[src/rtl/minmax_pkg.sv]
// Shared types and constants for the min/max frame tracker.
// Holds the controller state encoding and the fixed datapath widths.
package minmax_pkg;

  localparam int DATA_W = 16;
  localparam int LEN_W  = 8;

  typedef enum logic [2:0] {
    IDLE    = 3'd0,
    WAIT    = 3'd1,
    CMP_MAX = 3'd2,
    CMP_MIN = 3'd3,
    DONE    = 3'd4
  } state_t;

  // True once the number of accepted samples has reached the frame length.
  function automatic logic frame_complete(input logic [LEN_W-1:0] cnt,
                                          input logic [LEN_W-1:0] len);
    return (cnt == len);
  endfunction

endpackage

[src/rtl/comparator.sv]
// 16-bit unsigned magnitude comparator, shared by the max and min update steps.
module comparator
  import minmax_pkg::*;
(
  input  logic [15:0] a,
  input  logic [15:0] b,
  output logic        gt,
  output logic        lt,
  output logic        eq
);

  always_comb begin
    gt = (a > b);
    lt = (a < b);
    eq = (a == b);
  end

endmodule

[src/rtl/minmax_tracker.sv]
// Tracks the largest and smallest unsigned sample over a frame, one comparator
// time-shared across a max step and a min step for every sample after the first.
module minmax_tracker
  import minmax_pkg::*;
(
  input  logic        clk,
  input  logic        n_rst,
  input  logic        start,
  input  logic [7:0]  frame_len,
  input  logic [15:0] sample_in,
  input  logic        sample_valid,
  output logic        sample_ready,
  output logic        busy,
  output logic        done,
  output logic [15:0] max_out,
  output logic [15:0] min_out
);

  state_t            state;
  state_t            state_nxt;
  logic [LEN_W-1:0]  len_r;
  logic [LEN_W-1:0]  cnt_r;
  logic [LEN_W-1:0]  cnt_inc;
  logic [DATA_W-1:0] hold_r;
  logic [DATA_W-1:0] max_r;
  logic [DATA_W-1:0] min_r;
  logic [DATA_W-1:0] max_nxt;
  logic [DATA_W-1:0] min_nxt;
  logic [DATA_W-1:0] cmp_b;
  logic              cmp_gt;
  logic              cmp_lt;
  logic              cmp_eq;
  logic              start_ok;
  logic              accept;
  logic              first;
  logic              enter_done;

  assign start_ok   = (state == IDLE) && start && (frame_len != '0);
  assign accept     = (state == WAIT) && sample_valid;
  assign first      = (cnt_r == '0);
  assign cnt_inc    = cnt_r + LEN_W'(1);
  assign enter_done = (state_nxt == DONE) && (state != DONE);

  assign sample_ready = (state == WAIT);
  assign busy         = (state != IDLE);
  assign done         = (state == DONE);

  // The held sample is always operand a; operand b follows whichever bound is being tested.
  assign cmp_b = (state == CMP_MIN) ? min_r : max_r;

  comparator u_cmp (
    .a  (hold_r),
    .b  (cmp_b),
    .gt (cmp_gt),
    .lt (cmp_lt),
    .eq (cmp_eq)
  );

  always_comb begin
    state_nxt = state;
    case (state)
      IDLE: begin
        if (start_ok) state_nxt = WAIT;
      end
      WAIT: begin
        if (sample_valid) begin
          if (!first)                              state_nxt = CMP_MAX;
          else if (frame_complete(cnt_inc, len_r)) state_nxt = DONE;
          else                                     state_nxt = WAIT;
        end
      end
      CMP_MAX: state_nxt = CMP_MIN;
      CMP_MIN: state_nxt = frame_complete(cnt_r, len_r) ? DONE : WAIT;
      DONE:    state_nxt = IDLE;
      default: state_nxt = IDLE;
    endcase
  end

  // Next working values are formed here so the result registers can capture
  // the final compare outcome on the same edge that enters DONE.
  always_comb begin
    max_nxt = max_r;
    min_nxt = min_r;
    if (accept && first) begin
      max_nxt = sample_in;
      min_nxt = sample_in;
    end
    if ((state == CMP_MAX) && cmp_gt && !cmp_eq) max_nxt = hold_r;
    if ((state == CMP_MIN) && cmp_lt && !cmp_eq) min_nxt = hold_r;
  end

  always_ff @(posedge clk or negedge n_rst) begin
    if (!n_rst) begin
      state <= IDLE;
    end else begin
      state <= state_nxt;
    end
  end

  always_ff @(posedge clk or negedge n_rst) begin
    if (!n_rst) begin
      len_r  <= '0;
      cnt_r  <= '0;
      hold_r <= '0;
    end else if (start_ok) begin
      len_r <= frame_len;
      cnt_r <= '0;
    end else if (accept) begin
      hold_r <= sample_in;
      cnt_r  <= cnt_inc;
    end
  end

  always_ff @(posedge clk or negedge n_rst) begin
    if (!n_rst) begin
      max_r <= '0;
      min_r <= '0;
    end else begin
      max_r <= max_nxt;
      min_r <= min_nxt;
    end
  end

  always_ff @(posedge clk or negedge n_rst) begin
    if (!n_rst) begin
      max_out <= '0;
      min_out <= '0;
    end else if (enter_done) begin
      max_out <= max_nxt;
      min_out <= min_nxt;
    end
  end

endmodule
[config.mk]
export PLATFORM = sky130hd
export DESIGN_NAME = minmax_tracker
export DESIGN_NICKNAME = d
export VERILOG_FILES = /design/src/rtl/minmax_pkg.sv /design/src/rtl/comparator.sv /design/src/rtl/minmax_tracker.sv
export SDC_FILE = /design/constraint.sdc
export NUM_CORES = 1
export LEC_CHECK = 0
export CAP_MARGIN = 40
export CORE_UTILIZATION = 40
export CTS_CLUSTER_DIAMETER = 40
export CTS_CLUSTER_SIZE = 12
export DETAILED_ROUTE_END_ITERATION = 8
export DONT_BUFFER_PORTS = 1
export SYNTH_ARGS = -nofsm -noshare
export SYNTH_HDL_FRONTEND = slang
export SYNTH_HIERARCHICAL = 1
export SYNTH_SLANG_ARGS = --single-unit
[constraint.sdc]
create_clock -name clk -period 4.7 [get_ports clk]
set_clock_uncertainty 0.2 [all_clocks]
set_input_delay 0.235 -clock clk [delete_from_list [all_inputs] [get_ports clk]]
set_output_delay 0.235 -clock clk [all_outputs]
set_load 0.01 [all_outputs]
== Word level (Yosys, flattened, before mapping) ==
Index checks and enable logic that the tools add are counted.
Storage, ports and cells
  register bits: 99
  latch bits: 0
  RAM bits: 0
  bits in read-only memories: 0
  input port bits: 28
  word-level logic and storage cells: 50
  memories: 0
Cells by class
  $add $sub $neg: 1
  multiply operators: 0
  divide/modulo/power cells: 0
  $lt $le $gt $ge: 2
  equal/unequal tests: 9
  shift operators: 0
  muxes and demuxes: 13
  bitwise operators: 1
  reduce and logical (&&, ||, !) cells: 16
Operators with widths (count)
  $mux 16: 5
  $eq 16x16->1: 1
  $eq 8x8->1: 2
  $gt 16x16->1: 1
  $lt 16x16->1: 1
  $mux 8: 2
  $mux 3: 5
  $pmux 3 s4: 1
  $logic_and 1x1->1: 9
  $add 8x1->8 const B: 1
  $logic_not 8->1: 1
  $reduce_bool 8->1: 1
  $eq 3x2->1 const B: 2
  $eq 3x3->1 const B: 2
  $eq 3x1->1 const B: 1
  $logic_not 3->1: 1
  $ne 3x3->1 const B: 1
  $reduce_bool 3->1: 1
  $reduce_and 2->1: 1
  $reduce_bool 2->1: 1
  $logic_not 1->1: 1
  $not 1->1: 1

== Logic depth before layout (Yosys ltp) ==
Gate-level depths: netlist of the first run.
  depth in word-level cells: 8
  gate-level depth with buffers: 15

== By module ==
Netlist of the first run, hierarchy kept.
Modules (own cells, without submodules)
  minmax_tracker: times used 1, cells an instance 413, area each 4714.5 µm²
  comparator: times used 1, cells an instance 58, area each 412.9 µm²

== Worst setup path before layout of the first run ==
OpenSTA, ideal clock, no wires.
  path type: reg-to-reg
  from: register state[1]
  to: register min_out[11]
  library setup time: 125 ps
  data arrival time: 3350 ps
  required time: 4375 ps
  slack: 1024 ps
  stages on the path, launching flop included: 15
  path buffers: 2
  path through: dfrtp_1 -> nor2b_1 -> nand2_1 -> clkbuf_1 -> mux2_2 -> inv_1 -> ha_1 -> a21oi_1 -> o21ai_0 -> a22oi_1 -> and3_1 -> nor3b_1 -> clkbuf_1 -> o21ai_0 -> mux2_4
RTL lines
  start: declaration: line minmax_tracker.sv:19  | state_t state;
  start signal: assignment: line minmax_tracker.sv:96  | state <= state_nxt;
  $eq 3x2->1: line minmax_tracker.sv:49  | assign cmp_b = (state == CMP_MIN) ? min_r : max_r;
  $mux 16: line minmax_tracker.sv:49
  named net cmp_b[7]: line minmax_tracker.sv:29  | logic [DATA_W-1:0] cmp_b;
  $lt 16x16->1: line comparator.sv:14  | lt = (a < b);
  named net cmp_lt: line minmax_tracker.sv:31  | logic cmp_lt;
  $logic_and 1x1->1 (2 in series): line minmax_tracker.sv:89  | if ((state == CMP_MIN) && cmp_lt && !cmp_eq) min_nxt = hold_r;
  $mux 16: line minmax_tracker.sv:89
  named net min_nxt[11]: line minmax_tracker.sv:28  | logic [DATA_W-1:0] min_nxt;
  end signal: assignment: line minmax_tracker.sv:130  | min_out <= min_nxt;
  end: declaration: line minmax_tracker.sv:16  | output logic [15:0] min_out
The timed path passes the listed nets, and every way through them passes these cells.
A chain may end at the register's enable or synchronous reset.

== Worst setup path in the final report of the first run ==
  from: register state[1]
  to: register max_out[11]
RTL lines
  $eq 3x2->1: line minmax_tracker.sv:49
  $mux 16: line minmax_tracker.sv:49
  named net cmp_b[15]: line minmax_tracker.sv:29
  $gt 16x16->1: line comparator.sv:13  | gt = (a > b);
  named net cmp_gt: line minmax_tracker.sv:30  | logic cmp_gt;
  $logic_and 1x1->1 (2 in series): line minmax_tracker.sv:88  | if ((state == CMP_MAX) && cmp_gt && !cmp_eq) max_nxt = hold_r;
  $mux 16: line minmax_tracker.sv:88
  named net max_nxt[11]: line minmax_tracker.sv:27  | logic [DATA_W-1:0] max_nxt;
  end signal: assignment: line minmax_tracker.sv:129  | max_out <= max_nxt;
  end: declaration: line minmax_tracker.sv:15  | output logic [15:0] max_out,
The timed path passes the listed nets, and every way through them passes these cells.

==> results of run 1 <==
==> power groups by stage <==
stage	sequential, uW	combinational (uW)	clock, uW
detailed placement	1560	1520	0
floorplan	1450	1240	0
finish	1540	1560	760
global route	1590	1760	820
global placement	1550	1480	0
CTS	1550	1570	784
==> state kept, by name, summed over array words and instances, names as in the netlist <==
register,cells
max_out,16
cnt_r,8
min_out,16
min_r,16
state,3
len_r,8
max_r,16
hold_r,16
==> repair_timing <==
action,CTS,global route
hold buffers,26,0
endpoints found under the hold margin,155,0
resized for setup,0,0
==> metrics by stage <==
step	utilization, %	total power (uW)	hold slack, ps
2_1_floorplan	-	2690	-261
3_3_place_gp	43.4	3030	-255
3_5_place_dp	43.4	3080	-255
4_1_cts	48.1	3900	98.4
5_1_grt	48.1	4170	116
6_report	48.1	3860	102
==> kinds of logic (layout without fill, tap and decap cells) <==
family,after synthesis,after routing
flops,99,99
xor+xnor,18,18
compound gates,57,57
mux,88,88
fa+ha+maj,18,18
simple gates,147,147
buf+inv,44,74
==> final cells by class <==
cell class | count | area (um^2) | share of cell area (%)
Tap cell | 168 | 210 | 3.56
Clock buffer | 12 | 256 | 4.35
Inverter | 23 | 86.3 | 1.46
Sequential cell | 99 | 2480 | 42.0
Timing Repair Buffer | 35 | 345 | 5.85
Clock inverter | 4 | 48.8 | 0.827
Multi-Input combinational cell | 328 | 2480 | 42.0
==> worst min-delay path, delay by kind of cell <==
family	cells	cell delay, ps
AND/OR/NAND/NOR	1	110
buffers and inverters	2	230
AO/OA/AOI/OAI	1	30
==> layer usage <==
metal / vias to the layer above / part of all wire [%]
met5: - / 0
met4: 0 / 2.2
met3: 14 / 4.3
met2: 76 / 47
met1: 1642 / 47
li1: 1669 / -
==> final timing paths <==
check / to / slack, ps / cells after the start
hold / removal: cnt_r[7]$_DFFE_PN0P_ / 100 / 4
hold reg to reg: len_r[3]$_DFFE_PN0P_ / 330 / 1
max in group asynchronous: min_out[4]$_DFFE_PN0P_ / 3640 / 2
setup reg to reg: max_out[11]$_DFFE_PN0P_ / 810 / 14
min in group asynchronous: max_out[14]$_DFFE_PN0P_ / 270 / 2
setup / recovery: max_out[11]$_DFFE_PN0P_ / 810 / 14
==> Yosys cell counts (3+ instances only) <==
cell / n
a21oi_1: 23
buf_2: 4
buf_6: 3
clkbuf_1: 13
dfrtp_1: 99
ha_1: 18
inv_1: 23
mux2_2: 27
mux2_4: 29
mux2i_1: 32
nand2_1: 76
nand3_1: 4
nand4_1: 7
nor2_1: 31
nor2b_1: 3
nor3_1: 3
nor3b_1: 4
nor4_1: 4
o21ai_0: 21
or3_1: 5
xnor2_1: 7
xor2_1: 11
==> cells in the final DEF (no fill, tap or decap), drive strengths merged, types with 7 or more instances in the layout <==
cell type	n
a21oi	24
buf	10
clkbuf	12
dfrtp	99
dlygate4sd3	25
ha	18
inv	23
mux2	56
mux2i	32
nand2	76
nand4	8
nor2	31
o21ai	21
xnor2	7
xor2	11
==> out/qor.csv, run 1 <==
stage,metric,value,unit
timing,RSZ-0062 raised after global routing,no,
synthesis,Simple-Gate Fraction of Synth Area,13.1,%
synthesis,Yosys top cell area share,48.3,%
floorplan,row count,40,
synthesis,"Seq/Total Area, Yosys",48.3,%
global_routing,GR Util All Layers,18.1,%
pwr,NetSw,1470,uW
timing,fin worst setup slack,807,ps
critical_path,crit-path max cell delay,430,ps
clocking,Max clock buf depth,2,
drt,vias,3401,
synthesis,Main synth FF type,dfrtp_1,
global_routing,largest net degree at the start of global routing,100,
clocking,Clock Latency Late Sink,350,ps
drt,Detailed Route Iter0 Violations,132,
clocking,CTS tree,done,
synthesis,ys async rst share,100,%
critical_path,CP Class,flop to flop,
global_routing,initial antenna violation count,0,
critical_path,Setup crit start kind,flop,
timing,Max Freq,257,MHz
pwr,switching share of power,38.0,%
synthesis,Post-Syn Area,0.00513,mm^2
critical_path,critical path's slowest cell,dfrtp_1,
floorplan,Initial Utilization,41.8,%
synthesis,mux share of post-synthesis cell area,20.7,%
drt,final WL,10900,um
timing,setup total negative slack,0,ps
placement,gpl congestion,0.836,
timing,Max-slew headroom,47.7,%
final_layout,fin cells,669,
placement,placed inst area,0.00532,mm^2
synthesis,Synth area leaders,"dfrtp_1 48%, mux2_4 8.5%, mux2i_1 6.2%, mux2_2 5.9%, nand2_1 5.6%",
timing,minimum clock period,3890,ps
synthesis,Mapped Cells,471,
clocking,htree depth,3,
run,max_cap viols,0,
critical_path,Critical Path Sink Type,flop,
pwr,Lkg Pwr,0.00298,uW
pwr,clock share of power,19.7,%
drt,wire length per cell,16.3,um
global_routing,GR Util met1,23.0,%
timing,final period utilization,82.8,%
clocking,clock-pin slew on the worst setup and hold paths,70,ps
pwr,Cell Int Power,2400,uW
pwr,Sequential Power Share,39.9,%
floorplan,die height,115,um
synthesis,Syn. warnings,6,
final_layout,post-route design area,0.00590,mm^2
placement,buffers added on ports,0,
clocking,CTS Buf Count,9,
placement,pre-CTS worst setup slack,801,ps
critical_path,"Arr. time, crit path",3940,ps
pwr,Pwr Density,655,mW/mm^2
timing,"Setup violations, final",0,
status,outcome,finished clean,
drt,Routed Antenna Nets,0,
synthesis,Synth Area in Adders,4.39,%
floorplan,DIE WIDTH,115,um
synthesis,Post-synth EDFFs,0,
drt,drt pass-1 iters,5,
global_routing,vias in the first global route,3567,
final_layout,number of diodes,0,
timing,worst-margin pin slew,783,ps
global_routing,gr busiest metal,met2,
hold_path,hold crit path type,primary input to flop,
critical_path,Worst Path Buf+Inv,3,
synthesis,post-synth top area cell,dfrtp_1,
timing,Final Hold Viols,0,
floorplan,Core Area,0.0123,mm^2
drt,drt drc,0,
synthesis,syn nets,517,
critical_path,cell family with most CP delay,simple AND/OR/NAND/NOR gates,
clocking,clock root buffer,clkbuf_16,
synthesis,largest family of logic cells by synthesized area,multiplexers,
critical_path,Worst Path Max Fanout,14,
final_layout,Final #Nets,542,
synthesis,register bit count reported by yosys,99,
global_routing,first-pass GRT wire length,18300,um
synthesis,Mean Syn Cell Area,10.9,um^2
hold_path,beginning of the worst hold path,start,
critical_path,Worst Path Required,4740,ps
final_layout,share of layout cells above drive strength 1,17.8,%
synthesis,Cell variety after synth,42,
clocking,postcts setup bufs,0,
pwr,peak supply drop,304,uV
synthesis,Synth Area in Compound Gates,6.64,%
final_layout,FILL cells,1115,
critical_path,Reg2Reg Launch Point,state[1]$_DFF_PN0_,
floorplan,Ports,63,
placement,Detailed Place HPWL,7300,um
clocking,CTS Sinks,99,
pwr,Comb pwr share,40.4,%
global_routing,global route total overflow,0,
global_routing,routing usage on met3,3.58,%
critical_path,crit-path cells,nor2b_1 -> nand2_1 -> buf_4 -> mux2_2 -> inv_1 -> ha_1 -> nand4_2 -> a2111o_1 -> a31oi_1 -> nand3_1 -> buf_4 -> nor2_1 -> a21oi_1 -> mux2_4,
global_routing,GR met2 Demand/Resource,29.8,%
drt,DR vias/cell,5.08,
timing,fin. max-slew vios,0,
critical_path,Critical Path Start,state[1]$_DFF_PN0_,
final_layout,Area Growth Syn to Fin,15.1,%
placement,dpl cells,627,
floorplan,total die area,0.0133,mm^2
critical_path,crit-path most repeated cell,buf_4,
synthesis,post-synthesis xor/xnor area fraction,3.07,%
Note: power is estimated with default switching activity, not from simulation.
==> run 2: changes to the inputs <==
--- a/config.mk
+++ b/config.mk
@@ -5,6 +5,7 @@
 export SDC_FILE = /design/constraint.sdc
 export NUM_CORES = 1
 export LEC_CHECK = 0
+export ABC_AREA = 1
 export CAP_MARGIN = 40
 export CORE_UTILIZATION = 40
 export CTS_CLUSTER_DIAMETER = 40
==> constraint.sdc (replaced) <==
create_clock -name clk -period 3.7 [get_ports clk]
set_clock_uncertainty 0.2 [all_clocks]
set_input_delay 0.185 -clock clk [delete_from_list [all_inputs] [get_ports clk]]
set_output_delay 0.185 -clock clk [all_outputs]
set_load 0.01 [all_outputs]
==> run 2 against run 1 <==
Effect of this change:
- sequential power up 33%
- critical path depth grew 2
- worst hold slack lost 79 ps
- sequential share of layout area is 0.27 points lower
- clock power grew 25%
- flip-flop and latch count is the same
- global-route usage grew 3.1 points
- utilization shrank 1.1 points
- maximum frequency is 13% higher
- synthesized cell count increased by 40%
- combinational power increased by 44%
- register-to-register slack worse by 540 ps
- critical path type unchanged
- largest power group unchanged
==> out/qor.csv, run 2 <==
stage,metric,value,unit,change
floorplan,Core Area,0.0126,mm^2,+2.9%
final_layout,number of diodes,0,,unchanged
final_layout,share of layout cells above drive strength 1,7.43,%,-10 points
critical_path,Reg2Reg Launch Point,state[1]$_DFF_PN0_,,
pwr,Pwr Density,884,mW/mm^2,+35%
synthesis,Commonest cells post-synth,"202 x nand2_1, 99 x dfrtp_1, 74 x inv_1, 72 x o21ai_0, 45 x nand3_1",,
synthesis,Synth Area in Compound Gates,12.8,%,+6.2 points
floorplan,DIE WIDTH,116,um,+0.40%
synthesis,largest family of logic cells by synthesized area,simple AND/OR/NAND/NOR gates,,
critical_path,slack of the worst reg-to-reg path,260,ps,-540 ps
pwr,peak supply drop,367,uV,+21%
floorplan,die height,116,um,+0.40%
timing,Max-slew headroom,50.2,%,+2.5 points
pwr,Sequential Power Share,39.1,%,-0.8 points
drt,Detailed Route Iter0 Violations,288,,+120%
hold_path,WHS Path Cells,5,,+1
timing,worst-margin pin slew,745,ps,-37.5 ps
synthesis,syn nets,707,,+37%
pwr,Comb pwr share,42.8,%,+2.4 points
timing,Max Freq,291,MHz,+13%
critical_path,Setup crit start kind,flop,,
floorplan,total die area,0.0134,mm^2,+0.81%
drt,DR vias/cell,5.12,,+0.76%
critical_path,Worst Path Required,3800,ps,-940 ps
floorplan,row count,41,,+2.5%
clocking,Max clock buf depth,2,,unchanged
drt,final WL,13300,um,+22%
timing,Final Hold Viols,0,,unchanged
synthesis,Post-Syn Area,0.00517,mm^2,+0.83%
synthesis,"Seq/Total Area, Yosys",47.9,%,-0.40 points
clocking,clock root buffer,clkbuf_16,,
timing,"Setup violations, final",0,,unchanged
floorplan,Ports,63,,unchanged
final_layout,most frequent cells in the layout,"202 x nand2_1, 99 x dfrtp_1, 73 x inv_1",,
synthesis,Syn. warnings,6,,unchanged
synthesis,post-synthesis xor/xnor area fraction,1.02,%,-2.1 points
placement,dpl cells,812,,+30%
placement,buffers added on ports,0,,unchanged
timing,setup total negative slack,0,ps,unchanged
final_layout,"most common cell after layout, fill and taps aside",nand2_1,,
synthesis,ys async rst share,100,%,unchanged
run,max_cap viols,0,,unchanged
synthesis,Synth Area in Adders,4.36,%,-0.036 points
global_routing,vias in the first global route,4295,,+20%
timing,final period utilization,92.9,%,+10 points
timing,RSZ-0062 raised after global routing,no,,
synthesis,Simple-Gate Fraction of Synth Area,25.1,%,+12 points
synthesis,Mean Syn Cell Area,7.82,um^2,-28%
critical_path,"Arr. time, crit path",3530,ps,-410 ps
clocking,CTS tree,done,,
drt,vias,4395,,+29%
synthesis,Cell variety after synth,34,,-19%
critical_path,FF-to-FF path depth,16,,+2
pwr,NetSw,2310,uW,+58%
timing,minimum clock period,3440,ps,-456 ps
drt,Routed Antenna Nets,0,,unchanged
clocking,CTS Buf Count,9,,unchanged
critical_path,CP Class,flop to flop,,
placement,gpl congestion,0.862,,+3.1%
critical_path,worst flop-to-flop path endpoint,min_out[12]$_DFFE_PN0P_,,
timing,fin. max-slew vios,0,,unchanged
final_layout,fin cells,858,,+28%
final_layout,Final #Nets,727,,+34%
hold_path,hold endpoint,cnt_r[7]$_DFFE_PN0P_,,
synthesis,register bit count reported by yosys,99,,unchanged
synthesis,Yosys top cell area share,47.9,%,-0.40 points
status,outcome,finished clean,,
clocking,clock-pin slew on the worst setup and hold paths,70,ps,about the same
global_routing,first-pass GRT wire length,21600,um,+19%
global_routing,largest net degree at the start of global routing,100,,unchanged
floorplan,Initial Utilization,41.0,%,-0.85 points
drt,drt drc,0,,unchanged
pwr,Cell Int Power,2940,uW,+23%
final_layout,Area Growth Syn to Fin,14.9,%,
clocking,CTS Sinks,99,,unchanged
synthesis,Synth area leaders,"dfrtp_1 48%, nand2_1 15%, o21ai_0 7.0%, inv_1 5.4%, ha_1 4.4%",,
critical_path,Critical Path Sink Type,flop,,
global_routing,initial antenna violation count,0,,unchanged
pwr,switching share of power,44.1,%,+6.1 points
global_routing,GR Util All Layers,21.2,%,+3.1 points
drt,drt pass-1 iters,5,,unchanged
synthesis,mux share of post-synthesis cell area,0,%,-21 points
critical_path,Worst Path Max Fanout,22,,+8
clocking,Clock Latency Late Sink,360,ps,about the same
synthesis,top-count cell post-synth,nand2_1,,
drt,wire length per cell,15.5,um,-5.0%
hold_path,beginning of the worst hold path,frame_len[6],,
hold_path,hold crit path type,primary input to flop,,
pwr,clock share of power,18.1,%,-1.6 points
pwr,Lkg Pwr,0.00278,uW,-6.6%
placement,Detailed Place HPWL,8790,um,+20%
clocking,htree depth,3,,unchanged
synthesis,Mapped Cells,661,,+40%
global_routing,global route total overflow,0,,unchanged
synthesis,Main synth FF type,dfrtp_1,,
synthesis,Post-synth EDFFs,0,,unchanged
synthesis,post-synth top area cell,dfrtp_1,,
## run 2: cell count changes after synthesis, sizes merged, moves of 7 or more
| cell | previous run | this run |
|---|---|---|
| inv | 23 | 78 |
| o21ai | 21 | 90 |
| a31oi | 2 | 16 |
| mux2i | 32 | 0 |
| nand3 | 5 | 47 |
| mux2 | 56 | 0 |
| a21oi | 24 | 12 |
| xor2 | 11 | 4 |
| nand2 | 76 | 205 |
## run 2: critical path, stage by stage, from the launching register on
cell and delay (ps):
dfrtp_1 430, inv_2 80, nor3_4 340, clkinvlp_4 370, nand2_1 120, o21ai_0 90, inv_1 60, ha_1 230
a21oi_1 160, o21ai_0 110, a21oi_1 180, and2_1 150, nand3_1 110, buf_6 200, o21ai_1 360, nand2_1 110
nand2_1 70
## run 2: layout make-up
type / count / area [um^2]
Clock buffer: 9 / 225
Clock inverter: 7 / 68.8
Fill cell: 1276 / 6680
Inverter: 80 / 304
Multi-Input combinational cell: 452 / 2260
Sequential cell: 99 / 2480
Tap cell: 172 / 215
Timing Repair Buffer: 38 / 378
Timing Repair inverter: 1 / 7.51
## run 2: through the flow
step	hold WS [ps]	cell area [um^2]	power (uW)	setup WS (ps)	util, %
2_1_floorplan	-311	5170	3620	824	-
3_3_place_gp	-307	5300	4140	234	42.0
3_5_place_dp	-307	5300	4190	162	42.0
4_1_cts	29.9	5880	5220	120	46.6
5_1_grt	62.6	5940	5710	1.98	47.1
6_report	23.0	5940	5250	263	47.1
## run 2: cell families after synthesis
logic type,Yosys count
compound gates,125
xor+xnor,6
fa+ha+maj,18
buf+inv,110
flops,99
simple gates,303
## run 2: what timing repair did
action                                 4_1_cts  5_1_grt
hold buffers                                27        0
setup endpoints to repair                    0       42
gates resized for setup                      0        8
setup buffers                                0        2
endpoints found under the hold margin      169        0
## run 2: worst max path at each step
stage | cells after the start | start | to | slack, ps
floorplan | 17 | state[2]$_DFF_PN0_ | max_out[10]$_DFFE_PN0P_ | 820
global placement | 18 | state[0]$_DFF_PN0_ | max_out[7]$_DFFE_PN0P_ | 230
detailed placement | 18 | state[1]$_DFF_PN0_ | max_out[7]$_DFFE_PN0P_ | 160
CTS | 18 | state[1]$_DFF_PN0_ | max_out[7]$_DFFE_PN0P_ | 120
global route | 18 | state[1]$_DFF_PN0_ | max_out[3]$_DFFE_PN0P_ | 2
finish | 16 | state[1]$_DFF_PN0_ | min_out[12]$_DFFE_PN0P_ | 260
## run 2: power by group through the flow
stage | sequential (uW) | clock [uW] | combinational [uW]
final | 2050 | 950 | 2250
after floorplan | 1930 | 0 | 1680
after detailed placement | 2060 | 0 | 2130
after global routing | 2120 | 1000 | 2580
after CTS | 2060 | 971 | 2190
after global placement | 2070 | 0 | 2080
## run 2: layer usage
metal / vias to the layer above / track usage (%) / routed length, um
li1: 2176 / - / -
met1: 2099 / 29.0 / 6230
met2: 104 / 32.5 / 5950
met3: 16 / 5.07 / 866
met4: 0 / 8.97 / 231
met5: - / 0 / 0
==> run 3: changes to the inputs <==
--- a/config.mk
+++ b/config.mk
@@ -7,11 +7,12 @@
 export LEC_CHECK = 0
 export ABC_AREA = 1
 export CAP_MARGIN = 40
-export CORE_UTILIZATION = 40
+export CORE_UTILIZATION = 25
 export CTS_CLUSTER_DIAMETER = 40
 export CTS_CLUSTER_SIZE = 12
 export DETAILED_ROUTE_END_ITERATION = 8
 export DONT_BUFFER_PORTS = 1
+export GPL_TIMING_DRIVEN = 0
 export SYNTH_ARGS = -nofsm -noshare
 export SYNTH_HDL_FRONTEND = slang
 export SYNTH_HIERARCHICAL = 1
==> run 3 against run 2 <==
Effect of this change:
- routed wire length is 8.2% higher
- worst setup slack better by 51 ps
- critical path depth is 1 higher
- via count is 0.66% lower
- sequential power hardly changed
- critical path type unchanged
- largest cell class unchanged
==> out/qor.csv, run 3 (synthesis gave the netlist of run 2 again) <==
stage,metric,value,unit,change
status,outcome,finished clean,,
timing,Hold Slack,47.5,ps,+24.5 ps
clocking,CTS Buf Count,9,,unchanged
pwr,Lkg Pwr,0.00284,uW,+2.0%
global_routing,vias in the first global route,4367,,+1.7%
clocking,Max clock buf depth,2,,unchanged
timing,fin worst setup slack,314,ps,+51.2 ps
run,max_cap viols,0,,unchanged
timing,final period utilization,91.5,%,-1.4 points
final_layout,share of layout cells above drive strength 1,8.64,%,+1.2 points
clocking,CTS Sinks,99,,unchanged
floorplan,DIE WIDTH,146,um,+26%
drt,wire length per cell,14.7,um,-5.0%
floorplan,Initial Utilization,25.6,%,-15 points
drt,drt pass-1 iters,4,,-1
global_routing,global route total overflow,0,,unchanged
floorplan,die height,146,um,+26%
drt,drt drc,0,,unchanged
global_routing,first-pass GRT wire length,23500,um,+8.6%
critical_path,crit-path most repeated cell,nand2_1,,
pwr,PnR Total Power,5290,uW,+0.87%
clocking,clock root buffer,clkbuf_16,,
hold_path,hold crit path type,primary input to flop,,
placement,buffers added on ports,0,,unchanged
drt,Detailed Route Iter0 Violations,267,,-7.3%
clocking,CTS tree,done,,
timing,worst-margin pin slew,596,ps,-150 ps
clocking,Clock Latency Late Sink,360,ps,about the same
critical_path,"Arr. time, crit path",3490,ps,-40 ps
pwr,peak supply drop,403,uV,+9.7%
floorplan,Ports,63,,unchanged
critical_path,Setup crit start kind,flop,,
clocking,clock-pin slew on the worst setup and hold paths,70,ps,about the same
pwr,Pwr Density,860,mW/mm^2,-2.7%
floorplan,row count,52,,+27%
drt,vias,4366,,-0.66%
timing,Max-slew headroom,60.3,%,+10 points
final_layout,Area Growth Syn to Fin,19.1,%,
final_layout,"most common cell after layout, fill and taps aside",nand2_1,,
placement,Detailed Place HPWL,10300,um,+17%
clocking,htree depth,3,,unchanged
critical_path,crit-path cells,inv_2 -> nor3_4 -> inv_1 -> clkbuf_2 -> o21ai_0 -> inv_1 -> ha_1 -> a21o_1 -> nor2_1 -> nand2_1 -> nand2_1 -> and2_1 -> nand3_1 -> clkbuf_2 -> o21ai_1 -> nand2_1 -> nand2_1,,
critical_path,CP Class,flop to flop,,
timing,RSZ-0062 raised after global routing,no,,
critical_path,Worst Path Required,3800,ps,about the same
final_layout,FILL cells,2138,,+68%
global_routing,GR Util All Layers,14.2,%,-7.0 points
timing,Final Hold Viols,0,,unchanged
critical_path,critical path's slowest cell,dfrtp_1,,
global_routing,largest net degree at the start of global routing,100,,unchanged
drt,Routed Antenna Nets,0,,unchanged
placement,gpl congestion,0.829,,-3.8%
placement,pre-CTS worst setup slack,-103,ps,-264 ps
final_layout,most frequent cells in the layout,"202 x nand2_1, 99 x dfrtp_1, 74 x inv_1",,
critical_path,Critical Path Sink Type,flop,,
final_layout,Final #Nets,747,,+2.8%
timing,minimum clock period,3390,ps,-51.2 ps
critical_path,crit-path max cell delay,430,ps,about the same
timing,fin. max-slew vios,0,,unchanged
timing,Max Freq,295,MHz,+1.5%
floorplan,total die area,0.0213,mm^2,+59%
floorplan,Core Area,0.0202,mm^2,+60%
timing,"Setup violations, final",0,,unchanged
critical_path,Worst Path Max Fanout,10,,-55%
drt,DR vias/cell,4.47,,-13%
drt,final WL,14400,um,+8.2%
global_routing,initial antenna violation count,1,,+1
## run 3: cell count changes in the layout (fill, tap and decap cells not counted), moves of 2 or more
| cell | before | now |
|---|---|---|
| clkbuf_2 | 0 | 6 |
| clkinv_2 | 3 | 0 |
| buf_6 | 2 | 4 |
| buf_2 | 0 | 5 |
| clkinvlp_4 | 4 | 2 |
| buf_4 | 9 | 6 |
| o21ai_0 | 72 | 70 |
| clkbuf_1 | 0 | 10 |
## run 3: stage by stage
stage	instance area, um^2	std cells	TNS (ps)	utilization, %
floorplan	5170	661	0	-
global placement	5510	931	-69.5	27.2
detailed placement	5510	931	-276	27.2
CTS	6090	974	0	30.1
global route	6160	977	0	30.4
finish	6160	977	0	30.4
## run 3: path summary, 6_finish.rpt
check	from	to	slack (ps)	cells past startpoint
worst max register to register	state[1]$_DFF_PN0_	min_out[9]$_DFFE_PN0P_	310	17
max in group asynchronous	n_rst	max_out[8]$_DFFE_PN0P_	2690	2
worst min-delay path	start	len_r[6]$_DFFE_PN0P_	50	5
min in group asynchronous	n_rst	min_out[0]$_DFFE_PN0P_	220	2
worst max-delay path	state[1]$_DFF_PN0_	min_out[9]$_DFFE_PN0P_	310	17
worst min register to register	len_r[7]$_DFFE_PN0P_	len_r[7]$_DFFE_PN0P_	330	2
## run 3: cell type report
type | instances | area [um^2] | share of cell area, %
diodes | 1 | 2.50 | 0.0407
multi-input cells | 452 | 2270 | 36.9
inverters | 80 | 300 | 4.88
repair buffers | 29 | 303 | 4.92
clock inverters | 5 | 43.8 | 0.711
well taps | 270 | 338 | 5.49
clock buffers | 11 | 243 | 3.94
flip-flops and latches | 99 | 2480 | 40.2
plain buffers | 30 | 175 | 2.85
## run 3: power by group
part           internal (uW)  switching [uW]  leakage [uW]
clock network            484             445      0.000134
logic                    844            1480       0.00156
registers               1600             439       0.00114
total                   2930            2370       0.00284
## run 3: metal layers
layer	vias to the layer above	routed length [um]	track usage (%)
met4	0	384	6.79
met5	-	0	0
met2	123	6160	21.3
li1	2224	-	-
met3	24	1270	4.39
met1	1995	6560	18.6
## run 3: worst max-delay path, delay by kind of cell, from the launching register on
kind | cells | cell delay, ps
AND/OR/NAND/NOR | 8 | 950
buffers and inverters | 5 | 760
AO/OA/AOI/OAI | 3 | 690
flip-flops | 1 | 430
adder cells (fa/ha/maj) | 1 | 290
## run 3: repair_timing
action	in CTS	in global routing
pin swaps	0	1
cloned	0	0
gates resized for setup	3	29
hold buffers	27	0
endpoints found under the hold margin	171	0
setup endpoints to repair	13	64
setup buffers	0	2
